## src/rtl/rom_step_controller.sv

```systemverilog
// Push-button front end for rom_reader: it debounces the buttons and shapes each press into one step pulse,
// with an auto-scan sweep. Optional hold-to-repeat is enabled by defining ROM_STEP_HOLD_REPEAT_EN.
module rom_step_controller #(
  parameter int unsigned DEBOUNCE_CYCLES     = 1000,
  parameter int unsigned PULSE_CYCLES        = 4,
  parameter int unsigned GAP_CYCLES          = 4,
  parameter int unsigned AUTO_PERIOD_CYCLES  = 100,
  parameter int unsigned ADDRESS_WIDTH       = 9,
  parameter int unsigned REPEAT_DELAY_CYCLES = 500
) (
  input  logic clk,
  input  logic reset_n,
  input  logic btn_inc,
  input  logic btn_dec,
  input  logic btn_auto,
  output logic increment_address,
  output logic decrement_address,
  output logic auto_active,
  output logic busy
);

  localparam int unsigned DB_W   = (DEBOUNCE_CYCLES > 1)    ? $clog2(DEBOUNCE_CYCLES)    : 1;
  localparam int unsigned PW     = (PULSE_CYCLES > 1)       ? $clog2(PULSE_CYCLES)       : 1;
  localparam int unsigned GW     = (GAP_CYCLES > 1)         ? $clog2(GAP_CYCLES)         : 1;
  localparam int unsigned AW     = (AUTO_PERIOD_CYCLES > 1) ? $clog2(AUTO_PERIOD_CYCLES) : 1;
  localparam int unsigned STEP_W = ADDRESS_WIDTH + 1;
  localparam logic [STEP_W-1:0] STEP_FULL = {1'b1, {ADDRESS_WIDTH{1'b0}}};
  localparam bit PARAMS_OK = (DEBOUNCE_CYCLES >= 2) && (PULSE_CYCLES >= 1) &&
                             (GAP_CYCLES >= 2) && (AUTO_PERIOD_CYCLES >= 1) &&
                             (REPEAT_DELAY_CYCLES >= 1);

  typedef enum logic [2:0] {
    IDLE,
    PULSE_INC,
    PULSE_DEC,
    GAP,
    AUTO_WAIT
  } state_t;

  // Bit order for the per-button vectors: [0]=inc, [1]=dec, [2]=auto.
  logic [2:0]      btn_raw;
  logic [2:0]      sync1_q;
  logic [2:0]      sync2_q;
  logic [2:0]      level_q;
  logic [2:0]      level_d_q;
  logic [2:0]      req_q;
  logic [DB_W-1:0] db_cnt_q [3];

  assign btn_raw = {btn_auto, btn_dec, btn_inc};

  // Synchronize, debounce and edge-detect the three buttons.
  always_ff @(posedge clk) begin
    if (!reset_n) begin
      sync1_q   <= '0;
      sync2_q   <= '0;
      level_q   <= '0;
      level_d_q <= '0;
      req_q     <= '0;
      for (int i = 0; i < 3; i++) db_cnt_q[i] <= '0;
    end else begin
      sync1_q   <= btn_raw;
      sync2_q   <= sync1_q;
      level_d_q <= level_q;
      req_q     <= level_q & ~level_d_q;
      for (int i = 0; i < 3; i++) begin
        if (sync2_q[i] == level_q[i]) begin
          db_cnt_q[i] <= '0;
        end else if (db_cnt_q[i] == DB_W'(DEBOUNCE_CYCLES - 1)) begin
          level_q[i]  <= sync2_q[i];
          db_cnt_q[i] <= '0;
        end else begin
          db_cnt_q[i] <= db_cnt_q[i] + DB_W'(1);
        end
      end
    end
  end

  state_t            state_q, state_d;
  logic              auto_q, auto_d;
  logic              stop_q, stop_d;
  logic [STEP_W-1:0] step_q, step_d;
  logic [PW-1:0]     pulse_q, pulse_d;
  logic [GW-1:0]     gap_q, gap_d;
  logic [AW-1:0]     wait_q, wait_d;
  logic              req_auto;
  logic              req_inc_any;
  logic              req_dec_any;

  assign req_auto = req_q[2];

`ifdef ROM_STEP_HOLD_REPEAT_EN
  localparam int unsigned HW = (REPEAT_DELAY_CYCLES > 1) ? $clog2(REPEAT_DELAY_CYCLES) : 1;

  logic          hold_run_q;
  logic          hold_dir_q;
  logic          hold_done_q;
  logic          rpt_pend_q;
  logic [HW-1:0] hold_cnt_q;
  logic [AW-1:0] rpt_cnt_q;
  logic          held;

  assign held        = hold_dir_q ? level_q[1] : level_q[0];
  assign req_inc_any = req_q[0] | (rpt_pend_q & ~hold_dir_q);
  assign req_dec_any = req_q[1] | (rpt_pend_q & hold_dir_q);

  // Hold timer: after the delay, post a repeat request every auto period until release.
  always_ff @(posedge clk) begin
    if (!reset_n || auto_q || (hold_run_q && !held)) begin
      hold_run_q  <= 1'b0;
      hold_dir_q  <= 1'b0;
      hold_done_q <= 1'b0;
      rpt_pend_q  <= 1'b0;
      hold_cnt_q  <= '0;
      rpt_cnt_q   <= '0;
    end else if (state_q == IDLE && !req_auto && (req_q[0] ^ req_q[1])) begin
      hold_run_q  <= 1'b1;
      hold_dir_q  <= req_q[1];
      hold_done_q <= 1'b0;
      rpt_pend_q  <= 1'b0;
      hold_cnt_q  <= '0;
      rpt_cnt_q   <= '0;
    end else if (hold_run_q) begin
      if (rpt_pend_q && state_q == IDLE && !req_auto) rpt_pend_q <= 1'b0;
      if (!hold_done_q) begin
        if (hold_cnt_q == HW'(REPEAT_DELAY_CYCLES - 1)) hold_done_q <= 1'b1;
        else hold_cnt_q <= hold_cnt_q + HW'(1);
      end else if (rpt_cnt_q == AW'(AUTO_PERIOD_CYCLES - 1)) begin
        rpt_cnt_q  <= '0;
        rpt_pend_q <= 1'b1;
      end else begin
        rpt_cnt_q <= rpt_cnt_q + AW'(1);
      end
    end
  end
`else
  assign req_inc_any = req_q[0];
  assign req_dec_any = req_q[1];
`endif

  // FSM state and counters.
  always_ff @(posedge clk) begin
    if (!reset_n) begin
      state_q <= IDLE;
      auto_q  <= 1'b0;
      stop_q  <= 1'b0;
      step_q  <= '0;
      pulse_q <= '0;
      gap_q   <= '0;
      wait_q  <= '0;
    end else begin
      state_q <= state_d;
      auto_q  <= auto_d;
      stop_q  <= stop_d;
      step_q  <= step_d;
      pulse_q <= pulse_d;
      gap_q   <= gap_d;
      wait_q  <= wait_d;
    end
  end

  // Next-state logic.
  always_comb begin
    state_d = state_q;
    auto_d  = auto_q;
    stop_d  = stop_q;
    step_d  = step_q;
    pulse_d = pulse_q;
    gap_d   = gap_q;
    wait_d  = wait_q;
    case (state_q)
      IDLE: begin
        stop_d  = 1'b0;
        pulse_d = '0;
        gap_d   = '0;
        wait_d  = '0;
        if (req_auto) begin
          auto_d  = 1'b1;
          step_d  = '0;
          state_d = AUTO_WAIT;
        end else if (req_inc_any && !req_dec_any) begin
          state_d = PULSE_INC;
        end else if (req_dec_any && !req_inc_any) begin
          state_d = PULSE_DEC;
        end
      end
      PULSE_INC, PULSE_DEC: begin
        if (req_auto && auto_q) stop_d = 1'b1;
        if (pulse_q == PW'(PULSE_CYCLES - 1)) begin
          pulse_d = '0;
          state_d = GAP;
        end else begin
          pulse_d = pulse_q + PW'(1);
        end
      end
      GAP: begin
        if (req_auto && auto_q) stop_d = 1'b1;
        if (gap_q == GW'(GAP_CYCLES - 1)) begin
          gap_d = '0;
          if (auto_q && !stop_q && !req_auto && step_q != STEP_FULL) begin
            state_d = AUTO_WAIT;
          end else begin
            auto_d  = 1'b0;
            stop_d  = 1'b0;
            state_d = IDLE;
          end
        end else begin
          gap_d = gap_q + GW'(1);
        end
      end
      AUTO_WAIT: begin
        if (req_auto) begin
          auto_d  = 1'b0;
          wait_d  = '0;
          state_d = IDLE;
        end else if (wait_q == AW'(AUTO_PERIOD_CYCLES - 1)) begin
          wait_d  = '0;
          step_d  = step_q + STEP_W'(1);
          state_d = PULSE_INC;
        end else begin
          wait_d = wait_q + AW'(1);
        end
      end
      default: state_d = IDLE;
    endcase
  end

  // Registered outputs, one cycle behind the state.
  always_ff @(posedge clk) begin
    if (!reset_n) begin
      increment_address <= 1'b0;
      decrement_address <= 1'b0;
      busy              <= 1'b0;
    end else begin
      increment_address <= (state_q == PULSE_INC);
      decrement_address <= (state_q == PULSE_DEC);
      busy              <= (state_q != IDLE);
    end
  end

  assign auto_active = auto_q;

  a_params_ok: assert property (@(posedge clk) PARAMS_OK);
  a_exclusive: assert property (@(posedge clk) !(increment_address && decrement_address));

endmodule

```

## config.mk

```make
export PLATFORM = sky130hd
export DESIGN_NAME = rom_step_controller
export DESIGN_NICKNAME = d
export VERILOG_FILES = /design/src/rtl/rom_step_controller.sv
export SDC_FILE = /design/constraint.sdc
export NUM_CORES = 1
export LEC_CHECK = 0
export ABC_AREA = 1
export BUFFER_PORTS_ARGS = -buffer_cell sky130_fd_sc_hd__buf_2
export CAP_MARGIN = 40
export CORE_MARGIN = 2
export CORE_UTILIZATION = 61
export CTS_CLUSTER_SIZE = 25
export DETAILED_ROUTE_END_ITERATION = 8
export PLACE_DENSITY = 0.81
export SYNTH_ARGS = -nofsm -noshare
export SYNTH_HDL_FRONTEND = slang
export SYNTH_SLANG_ARGS = --single-unit
```

## constraint.sdc

```tcl
create_clock -name clk -period 2.1 [get_ports clk]
set_input_delay 0.21 -clock clk [delete_from_list [all_inputs] [get_ports clk]]
set_output_delay 0.21 -clock clk [all_outputs]
set_load 0.005 [all_outputs]
```

Yosys cells after proc, flatten, opt, wreduce, memory -nomap -nowiden
Memories as Yosys holds them, arrays and structs flattened.
Cells that the tools add are included.

operators by class
  $add $sub $neg = 7
  multipliers = 0
  divide/modulo/power cells = 0
  magnitude comparators = 0
  eq/ne operators = 23
  shifts and indexed selects = 0
  mux-type cells = 72
  bitwise logic cells = 14
  reduce and logical (&&, ||, !) cells = 24

operator list
  kind                                                  count
  2-to-1 mux 10 bit                                     12
  2-to-1 mux 1 bit                                      41
  adder 10 x 1 -> 10 bit (second input constant)        4
  equality test 10 bit (second input constant)          3
  2-to-1 mux 3 bit                                      8
  one-hot mux 10 bit (2 select lines)                   1
  2-to-1 mux 7 bit                                      2
  != test 2 bit (second input constant)                 7
  one-hot mux 7 bit (2 select lines)                    1
  one-hot mux 3 bit (4 select lines)                    1
  != test 10 bit (second input constant)                1
  bitwise OR 1 bit                                      9
  nonzero test 3 bit                                    3
  one-hot mux 2 bit (2 select lines)                    2
  AND reduction 4 bit                                   2
  adder 7 x 1 -> 7 bit (second input constant)          1
  equality test 7 bit (second input constant)           1
  equality test 3 x 2 -> 1 bit (second input constant)  2
  logical AND 1 bit                                     6
  one-hot mux 1 bit (3 select lines)                    2
  AND reduction 2 bit                                   3
  nonzero test 2 bit                                    3
  AND reduction 5 bit                                   1
  adder 2 x 1 -> 2 bit (second input constant)          2
  13 further kinds                                      22

storage, ports and cells
  flip-flop bits (word level) = 44
  latch bits = 0
  RAM bits = 30
  ROM bits = 0
  input port bits = 5
  output and inout bits = 4
  logic and storage cells = 158
  memories kept = 1

memory list
  memory    words  width  read ports  clocked after Yosys merged registers in  wr ports  line  RTL
  db_cnt_q  3      10     3           0                                        3         47    logic [DB_W-1:0] db_cnt_q [3];

Depth between registers and ports, before layout
Gate-level depths: netlist of the first run.

  depth in word-level cells = 7
  mapped depth = 10
  mapped depth without buffers = 10

Worst setup path before layout of the first run
OpenSTA, ideal clock, no wires.

  path kind = reg-to-reg
  start point = mem db_cnt_q[2][0] (netlist bit)
  end point = mem db_cnt_q[2][4] (netlist bit), data pin
  setup time = 0.162 ns
  arrival time = 1.265 ns
  data required time = 1.938 ns
  path slack = 0.673 ns
  stages on the path, launching flop included = 7
  path buffers = 0
  clock period less this slack = 1.427 ns
  cell sequence = edfxtp_1 -> ha_1 -> nand2_1 -> inv_1 -> nand3b_1 -> nand3_1 -> nor3b_1

RTL lines
  what                line
  start: declaration  47

==> results_tabular.tex, run 1 <==
\begin{tabular}{lr}
\hline
Metric & Value \\
\hline
\multicolumn{2}{l}{\textbf{Final layout}} \\
\quad Fraction of layout instances using a drive strength above 1 & 12.0\% \\
\quad Diode count & 0 \\
\quad Total number of nets in the final design & about 520 \\
\quad Fin area & between 4000 and 5000 µm² \\
\quad Area delta synth->final & 10.7\% \\
\multicolumn{2}{l}{\textbf{Global route}} \\
\quad First-pass GRT wire length & 11,300 µm \\
\quad Via count of the first global-routing pass & 2,699 \\
\quad Pin count of the biggest net entering global routing & 21 \\
\quad Total routing resource utilization after global routing & 22.0\% \\
\quad Initial antenna violation count & 0 \\
\quad Global route overflow & 0 \\
\multicolumn{2}{l}{\textbf{Timing}} \\
\quad Period utilisation layout & approximately 80\% \\
\quad Final number of max-transition violations & 0 \\
\quad Normalized max-slew margin & approximately 57\% \\
\quad Clock period minus final worst setup slack & 1.68 ns \\
\quad Final setup skew & 0.00903 ns \\
\quad Final hold vios & 0 \\
\quad Setup-failing EPs final & 0 \\
\quad Total Neg Setup Slack & 0 ns \\
\quad Maximum frequency from static timing analysis & between 500 and 600 MHz \\
\quad Slew of the pin with the lowest slew margin & 0.639 ns \\
\quad Unrepaired setup endpoints after global routing & no \\
\multicolumn{2}{l}{\textbf{Synth}} \\
\quad Number of synthesized flops with an enable pin & 30 \\
\quad Most repeated cell in the gate-level netlist after synthesis & sky130\_fd\_sc\_hd\_\_nand2\_1 \\
\quad Number of unique standard cell types used by synthesis & 37 \\
\quad Sequential element share of the synthesized area & 48.6\% \\
\quad Cell type with the highest aggregate area in the netlist & sky130\_fd\_sc\_hd\_\_edfxtp\_1 \\
\quad Synthesis warning total & 0 \\
\quad Share of the synthesized area in the top cell type & 24.6\% \\
\quad Dominant synthesized flop cell & sky130\_fd\_sc\_hd\_\_dfxtp\_1 \\
\quad Cell Area, Synth & between 3000 and 4000 µm² \\
\quad Per-instance average area after synthesis & 7.99 µm² \\
\quad Cell types with the largest area share after synthesis & sky130\_fd\_sc\_hd\_\_edfxtp\_1 (25\%), sky130\_fd\_sc\_hd\_\_dfxtp\_1 (24\%), sky130\_fd\_sc\_hd\_\_nand2\_1 (9.4\%), sky130\_fd\_sc\_hd\_\_inv\_1 (6.3\%), sky130\_fd\_sc\_hd\_\_nor2\_1 (6.3\%) \\
\quad Cell types with the highest counts after synthesis & sky130\_fd\_sc\_hd\_\_nand2\_1 (92), sky130\_fd\_sc\_hd\_\_inv\_1 (62), sky130\_fd\_sc\_hd\_\_nor2\_1 (62), sky130\_fd\_sc\_hd\_\_dfxtp\_1 (44), sky130\_fd\_sc\_hd\_\_edfxtp\_1 (30) \\
\quad Post-synthesis register bit count & 74 \\
\quad FFs w/ async S/R, synth & 0\% \\
\quad Instance count of the mapped netlist & 459 \\
\multicolumn{2}{l}{\textbf{Setup path}} \\
\quad Worst setup SP type & flip-flop \\
\quad Reg-to-Reg End & db\_cnt\_q[0][5] \\
\quad Critical Path Slowest Stage Cell & sky130\_fd\_sc\_hd\_\_edfxtp\_1 \\
\quad Worst Path Max Fanout & 10 \\
\quad CP peak stage delay & 0.48 ns \\
\quad R2R Setup Slk & around 0.42 ns \\
\quad Arrival time at the worst endpoint & 1.76 ns \\
\quad Crit-path cells & nor4\_1, nand3\_1, nand2\_1, a21oi\_1 \\
\quad Critical path required time & about 2.2 ns \\
\quad Critical path class & flip-flop to flip-flop \\
\quad R2R cell count & 4 \\
\quad Worst reg2reg path startpoint & db\_cnt\_q[0][3] \\
\quad Worst setup path start & db\_cnt\_q[0][3] \\
\quad Type of destination of the critical path & flip-flop \\
\multicolumn{2}{l}{\textbf{Clocking}} \\
\quad Clock root buffer & sky130\_fd\_sc\_hd\_\_clkbuf\_8 \\
\quad H-tree depth & 3 \\
\quad Buffer depth of the longest clock path & 2 \\
\quad Clock latency of the later-clocked register in the worst-skew pair & 0.34 ns \\
\quad Clock sinks & 74 \\
\quad Count of buffers added by post-CTS timing repair for setup & 0 \\
\quad Clock buffer count from CTS & 9 \\
\quad Post-cts repair resize count & 0 \\
\quad Clock-pin slew on the worst setup and hold paths & 0.08 ns \\
\quad Hold-fix buffers, CTS & 0 \\
\quad Clock tree from TritonCTS & yes \\
\multicolumn{2}{l}{\textbf{Status}} \\
\quad Result of the run & completed \\
\multicolumn{2}{l}{\textbf{Worst hold path}} \\
\quad Start point of the worst hold path & btn\_dec \\
\quad Worst hold path cell count & 3 \\
\quad Endpoint of the worst hold path & sync1\_q[1] \\
\quad Class of the worst hold path & primary input to flip-flop \\
\multicolumn{2}{l}{\textbf{Placed design}} \\
\quad Sum of net half-perimeters after detailed placement & 4750 µm \\
\quad Cell area reported after detailed placement & 3890 µm² \\
\quad Final weighted congestion in routability-driven placement & 0.884 \\
\quad Port buffer count & 8 \\
\multicolumn{2}{l}{\textbf{Routing}} \\
\quad WL final & 6490 µm \\
\quad Routed length per instance & 11.1 µm \\
\quad Vias per cell & 5.10 \\
\quad Number of antenna-violating nets in the routed design & 0 \\
\quad Vias after detailed routing & 2,971 \\
\quad Detailed-routing iteration count for the pre-antenna-repair pass & 4 \\
\quad Iteration-0 DRC count of the detailed router & between 150 and 200 \\
\quad \# DRC & 0 \\
\multicolumn{2}{l}{\textbf{Floorplan}} \\
\quad Top-level port count & 9 \\
\quad Chip width & 81.5 µm \\
\quad Height of the die & 81.5 µm \\
\quad Std-Cell Rows & 28 \\
\quad Initial Utilization & 62.7\% \\
\quad Total Die Area & 6650 µm² \\
\quad Core box area & 5850 µm² \\
\multicolumn{2}{l}{\textbf{Pwr}} \\
\quad Static leakage & 1.75 nW \\
\quad Maximum vdd ir drop & 494 µV \\
\quad Power density normalized to cell area & 808 nW/µm² \\
\multicolumn{2}{l}{\textbf{Run}} \\
\quad Max capacitance violation total & 0 \\
\hline
\end{tabular}
## logic make-up (layout without fill, tap and decap cells)
group                    count (synthesis)  in the layout  share of synthesized area [%]
AND/OR/NAND/NOR                        236            236                           29.8
buffers and inverters                   76             96                           8.05
flip-flops                              74             74                           48.6
AO/OA/AOI/OAI                           56             56                           8.70
adder cells (fa/ha/maj)                  9              9                           3.07
XOR/XNOR                                 7              7                           1.67
other                                    1             30                          0.102
## state kept, by name (all words and copies together) (netlist names), 2 cells and up
register	flops
db_cnt_q	30
step_q	10
wait_q	7
level_d_q	3
level_q	3
req_q	3
state_q	3
sync1_q	3
sync2_q	3
gap_q	2
pulse_q	2
## cell usage in the layout, fill, tap and decap left out, types with 4 or more instances in the layout
| master | n |
|---|---|
| sky130_fd_sc_hd__nand3_1 | 28 |
| sky130_fd_sc_hd__dfxtp_1 | 44 |
| sky130_fd_sc_hd__nor3_1 | 9 |
| sky130_fd_sc_hd__buf_2 | 8 |
| sky130_fd_sc_hd__conb_1 | 30 |
| sky130_fd_sc_hd__inv_1 | 62 |
| sky130_fd_sc_hd__nand2_1 | 92 |
| sky130_fd_sc_hd__edfxtp_1 | 30 |
| sky130_fd_sc_hd__o21ai_0 | 11 |
| sky130_fd_sc_hd__nor2_1 | 62 |
| sky130_fd_sc_hd__a21oi_1 | 29 |
| sky130_fd_sc_hd__nand4_1 | 11 |
| sky130_fd_sc_hd__xor2_1 | 5 |
| sky130_fd_sc_hd__nor2_2 | 7 |
| sky130_fd_sc_hd__ha_1 | 9 |
| sky130_fd_sc_hd__nand2_2 | 7 |
| sky130_fd_sc_hd__inv_2 | 9 |
| sky130_fd_sc_hd__or2_2 | 4 |
| sky130_fd_sc_hd__clkbuf_8 | 10 |
## layout make-up
cell class                      instances  area [µm²]
Inverter                               71         267
Multi-Input combinational cell        338        1700
Sequential cell                        74        1780
Clock buffer                           11         141
Timing Repair Buffer                    9        47.5
Clock inverter                          5        30.0
Tap cell                               75        93.8
Fill cell                             475        1790
## worst max-delay path: cells and delay by family, from the launching register on
family          cells  cell delay [ns]
simple gates        3             0.86
compound gates      1             0.08
flops               1             0.48
## stage by stage
stage,worst slack [ns],cells,power [mW],util (%),hold WS (ns)
6_report,0.420,583,3.28,69.4,0.0416
5_1_grt,0.278,583,3.46,69.4,0.0424
4_1_cts,0.439,583,3.31,69.4,0.0293
3_5_place_dp,0.460,567,2.34,66.5,0.373
3_3_place_gp,0.559,567,2.32,66.5,0.373
2_1_floorplan,0.673,488,2.20,-,0.308
## worst max-delay path by stage
| stage | to | cells after the start | slack (ns) |
|---|---|---|---|
| after global placement | db_cnt_q[2][4] | 6 | 0.56 |
| after global routing | db_cnt_q[0][7] | 5 | 0.28 |
| after CTS | db_cnt_q[0][5] | 4 | 0.44 |
| after detailed placement | db_cnt_q[2][4] | 6 | 0.46 |
| after floorplan | db_cnt_q[2][4] | 6 | 0.67 |
| final | db_cnt_q[0][5] | 4 | 0.42 |
## layer usage
metal / vias up / global-route usage (%) / routed length [µm]
met3: 13 / 3.63 / 176
met1: 1369 / 26.3 / 3030
li1: 1549 / - / -
met2: 40 / 38.5 / 3140
met5: - / 0 / 0
met4: 0 / 10.3 / 141
## where the power goes
part	total, mW	internal (mW)	switching [mW]
logic	0.639	0.215	0.424
clock network	0.965	0.455	0.511
registers	1.68	1.59	0.0896
total	3.28	2.26	1.02
No activity file was read; power rests on OpenSTA's default activity.
==> inputs of run 2 (changes only) <==
--- a/config.mk
+++ b/config.mk
@@ -9,10 +9,10 @@
 export BUFFER_PORTS_ARGS = -buffer_cell sky130_fd_sc_hd__buf_2
 export CAP_MARGIN = 40
 export CORE_MARGIN = 2
-export CORE_UTILIZATION = 61
+export CORE_UTILIZATION = 56
 export CTS_CLUSTER_SIZE = 25
 export DETAILED_ROUTE_END_ITERATION = 8
-export PLACE_DENSITY = 0.81
+export PLACE_DENSITY = 0.78
 export SYNTH_ARGS = -nofsm -noshare
 export SYNTH_HDL_FRONTEND = slang
 export SYNTH_SLANG_ARGS = --single-unit
==> constraint.sdc (replaced) <==
create_clock -name clk -period 1.4 [get_ports clk]
set_input_delay 0.14 -clock clk [delete_from_list [all_inputs] [get_ports clk]]
set_output_delay 0.14 -clock clk [all_outputs]
set_load 0.005 [all_outputs]
==> run 2 against run 1 <==
The run now ends with negative setup slack left. Sequential share of layout area fell by 7.2 points. Non-clock buffer count up 62. Fmax is 15% higher. Final cell count increased by 11%. Routed wire length up 24%. Critical path type unchanged. Highest routed layer unchanged.
==> results_tabular.tex, run 2 (synthesized netlist as in run 1, its figures left out) <==
\begin{tabular}{lr}
\hline
Metric & Value \\
\hline
\multicolumn{2}{l}{\textbf{Status}} \\
\quad Result of the run & finished with violations \\
\quad Violations in the final reports & negative setup slack \\
\multicolumn{2}{l}{\textbf{Routing}} \\
\quad Number of antenna-violating nets in the routed design & 0 (unchanged) \\
\quad Vias after detailed routing & 3,311 (+11\%) \\
\quad Iteration-0 DRC count of the detailed router & 160 (-3.6\%) \\
\quad Routed length per instance & 12.4 µm (+11\%) \\
\quad Detailed-routing iteration count for the pre-antenna-repair pass & 4 (unchanged) \\
\quad Vias per cell & 5.10 (+0.11\%) \\
\quad \# DRC & 0 (unchanged) \\
\quad WL final & 8050 µm (+24\%) \\
\multicolumn{2}{l}{\textbf{Clocking}} \\
\quad H-tree depth & 3 (unchanged) \\
\quad Clock-pin slew on the worst setup and hold paths & 0.08 ns (about the same) \\
\quad Clock sinks & 74 (unchanged) \\
\quad Clock buffer count from CTS & 9 (unchanged) \\
\quad Clock root buffer & sky130\_fd\_sc\_hd\_\_clkbuf\_8 \\
\quad Clock latency of the later-clocked register in the worst-skew pair & 0.34 ns (about the same) \\
\quad Clock tree from TritonCTS & yes \\
\quad Buffer depth of the longest clock path & 2 (unchanged) \\
\multicolumn{2}{l}{\textbf{Timing}} \\
\quad Final hold vios & 0 (unchanged) \\
\quad Maximum frequency from static timing analysis & 683 MHz (+15\%) \\
\quad Clock period minus final worst setup slack & 1.46 ns (-0.216 ns) \\
\quad Period utilisation layout & 105\% (+25 points) \\
\quad Setup-failing EPs final & 11 (+11) \\
\quad Setup ws final & -0.0644 ns (-0.484 ns) \\
\quad Final setup skew & 0.0103 ns (+0.00128 ns) \\
\quad Unrepaired setup endpoints after global routing & yes \\
\quad Total Neg Setup Slack & -0.405 ns (-0.405 ns) \\
\quad Final number of max-transition violations & 0 (unchanged) \\
\multicolumn{2}{l}{\textbf{Final layout}} \\
\quad Top library cells by usage in the layout, fill and taps aside & sky130\_fd\_sc\_hd\_\_nand2\_1 (81), sky130\_fd\_sc\_hd\_\_inv\_1 (56), sky130\_fd\_sc\_hd\_\_buf\_4 (55), sky130\_fd\_sc\_hd\_\_nor2\_1 (49), sky130\_fd\_sc\_hd\_\_dfxtp\_1 (36) \\
\quad Diode count & 0 (unchanged) \\
\quad Multi-input gate area & 2030 µm² (+19\%) \\
\quad Total number of nets in the final design & 581 (+12\%) \\
\quad Top register by number of flip-flops & db\_cnt\_q \\
\quad Number of filler cells placed in the layout & 438 (-7.8\%) \\
\quad Max reg flops & 30 (unchanged) \\
\quad Commonest non-fill, non-tap cell in the layout & sky130\_fd\_sc\_hd\_\_nand2\_1 \\
\quad Sequential cell area in the final layout & 1800 µm² (+0.84\%) \\
\quad Area delta synth->final & 33.4\% \\
\quad Fraction of layout instances using a drive strength above 1 & 33.0\% (+21 points) \\
\quad Fin area & 4890 µm² (+21\%) \\
\quad Registers with the most flip-flops & db\_cnt\_q: 30 flops, step\_q: 10 flops, wait\_q: 7 flops \\
\multicolumn{2}{l}{\textbf{Floorplan}} \\
\quad Chip width & 84.9 µm (+4.2\%) \\
\quad Initial Utilization & 57.8\% (-4.9 points) \\
\quad Std-Cell Rows & 29 (+3.6\%) \\
\quad Total Die Area & 7210 µm² (+8.5\%) \\
\quad Height of the die & 84.9 µm (+4.2\%) \\
\quad Core box area & 6350 µm² (+8.5\%) \\
\quad Top-level port count & 9 (unchanged) \\
\multicolumn{2}{l}{\textbf{Pwr}} \\
\quad Power density normalized to cell area & 1070 nW/µm² (+33\%) \\
\quad Total power of the final layout & 5.26 mW (+60\%) \\
\quad Maximum vdd ir drop & 934 µV (+89\%) \\
\quad Static leakage & 2.12 nW (+21\%) \\
\multicolumn{2}{l}{\textbf{Global route}} \\
\quad Met2 Use GR & 37.2\% (-1.3 points) \\
\quad GR Util met3 & 4.57\% (+0.95 points) \\
\quad Peak-usage layer in the global routing report & met2 \\
\quad Initial antenna violation count & 0 (unchanged) \\
\quad First-pass GRT wire length & 12,900 µm (+14\%) \\
\quad Global route overflow & 0 (unchanged) \\
\quad Pin count of the biggest net entering global routing & 18 (-14\%) \\
\quad Total routing resource utilization after global routing & 21.8\% (-0.20 points) \\
\quad Met1 Usage GRT & 27.0\% (+0.65 points) \\
\quad Via count of the first global-routing pass & 3,147 (+17\%) \\
\multicolumn{2}{l}{\textbf{Setup path}} \\
\quad Worst Path Max Fanout & 5 (-5) \\
\quad Cell family contributing the most delay on the critical path & simple AND/OR/NAND/NOR gates \\
\quad Critical Path Slowest Stage Cell & sky130\_fd\_sc\_hd\_\_edfxtp\_1 \\
\quad Arrival time at the worst endpoint & 1.66 ns (-0.10 ns) \\
\quad Critical path required time & 1.59 ns (-0.59 ns) \\
\quad R2R Setup Slk & -0.06 ns (-0.48 ns) \\
\quad Worst path buffer plus inverter count & 1 (+1) \\
\quad Worst setup SP type & flip-flop \\
\quad Type of destination of the critical path & flip-flop \\
\quad Critical path class & flip-flop to flip-flop \\
\quad CP peak stage delay & 0.44 ns (-0.04 ns) \\
\quad Crit-path cells & ha\_4, nand2\_2, inv\_2, nand3b\_1, nand3\_4, nor3b\_2 \\
\multicolumn{2}{l}{\textbf{Worst hold path}} \\
\quad Class of the worst hold path & primary input to flip-flop \\
\multicolumn{2}{l}{\textbf{Placed design}} \\
\quad Sum of net half-perimeters after detailed placement & 4990 µm (+5.1\%) \\
\quad Port buffer count & 8 (unchanged) \\
\quad Final weighted congestion in routability-driven placement & 0.843 (-4.7\%) \\
\quad Cell area reported after detailed placement & 4200 µm² (+8.1\%) \\
\multicolumn{2}{l}{\textbf{Run}} \\
\quad Max capacitance violation total & 0 (unchanged) \\
\hline
\end{tabular}
## run 2: changes by cell type in the layout (fill, tap and decap cells not counted), sizes merged
cell	previous run	this run
buf	9	68
clkbuf	11	13
clkinv	3	2
clkinvlp	2	1
dlygate4sd3	0	3
nand2	101	102
nand3	30	31
## run 2: final cells by class
cell class              instances  area share, %
well taps                      77           1.97
clock buffers                  13           3.04
flip-flops and latches         74           36.7
inverters                      71           5.45
multi-input cells             340           41.5
repair buffers                 71           11.0
clock inverters                 3          0.332
## run 2: metrics by stage
step	setup WS, ns	std cells	util (%)	hold slack (ns)
floorplan	0.00818	488	-	0.238
global placement	-0.0242	610	66.2	0.322
detailed placement	-0.0906	610	66.2	0.330
CTS	-0.0280	636	71.2	0.195
global route	-0.131	649	77.1	0.227
finish	-0.0644	649	77.1	0.213
## run 2: worst paths after layout
kind / cells after the start / from / end
min: 4 / reset_n / sync2_q[0]
min reg2reg: 1 / level_d_q[1] / req_q[1]
max reg2reg: 6 / db_cnt_q[2][0] / db_cnt_q[2][4]
max: 6 / db_cnt_q[2][0] / db_cnt_q[2][4]
## run 2: worst reg2reg max path: cells and delay by family (launching register included)
family / cells / cell delay (ns)
and+or+nand+nor: 4 / 0.62
adders and majority gates: 1 / 0.20
DFF: 1 / 0.44
buffers and inverters: 1 / 0.06
## run 2: power breakdown
group | switching (mW) | leakage (nW) | internal (mW)
logic | 0.763 | 1.36 | 0.525
clock network | 0.767 | 0.0811 | 0.686
registers | 0.122 | 0.671 | 2.39
total | 1.65 | 2.12 | 3.60
## run 2: repair_timing
item / in CTS / in global routing
endpoints found under the hold margin: 3 / 0
hold buffers: 3 / 0
resized for setup: 22 / 75
pin swaps: 6 / 26
gates cloned: 1 / 1
setup buffers: 6 / 12
endpoints found under the setup margin: 29 / 45
## run 2: per-layer routing
metal | wire, µm | share of wire, %
met5 | 0 | 0
met4 | 153 | 1.9
met2 | 4120 | 51
met3 | 217 | 2.7
met1 | 3560 | 44
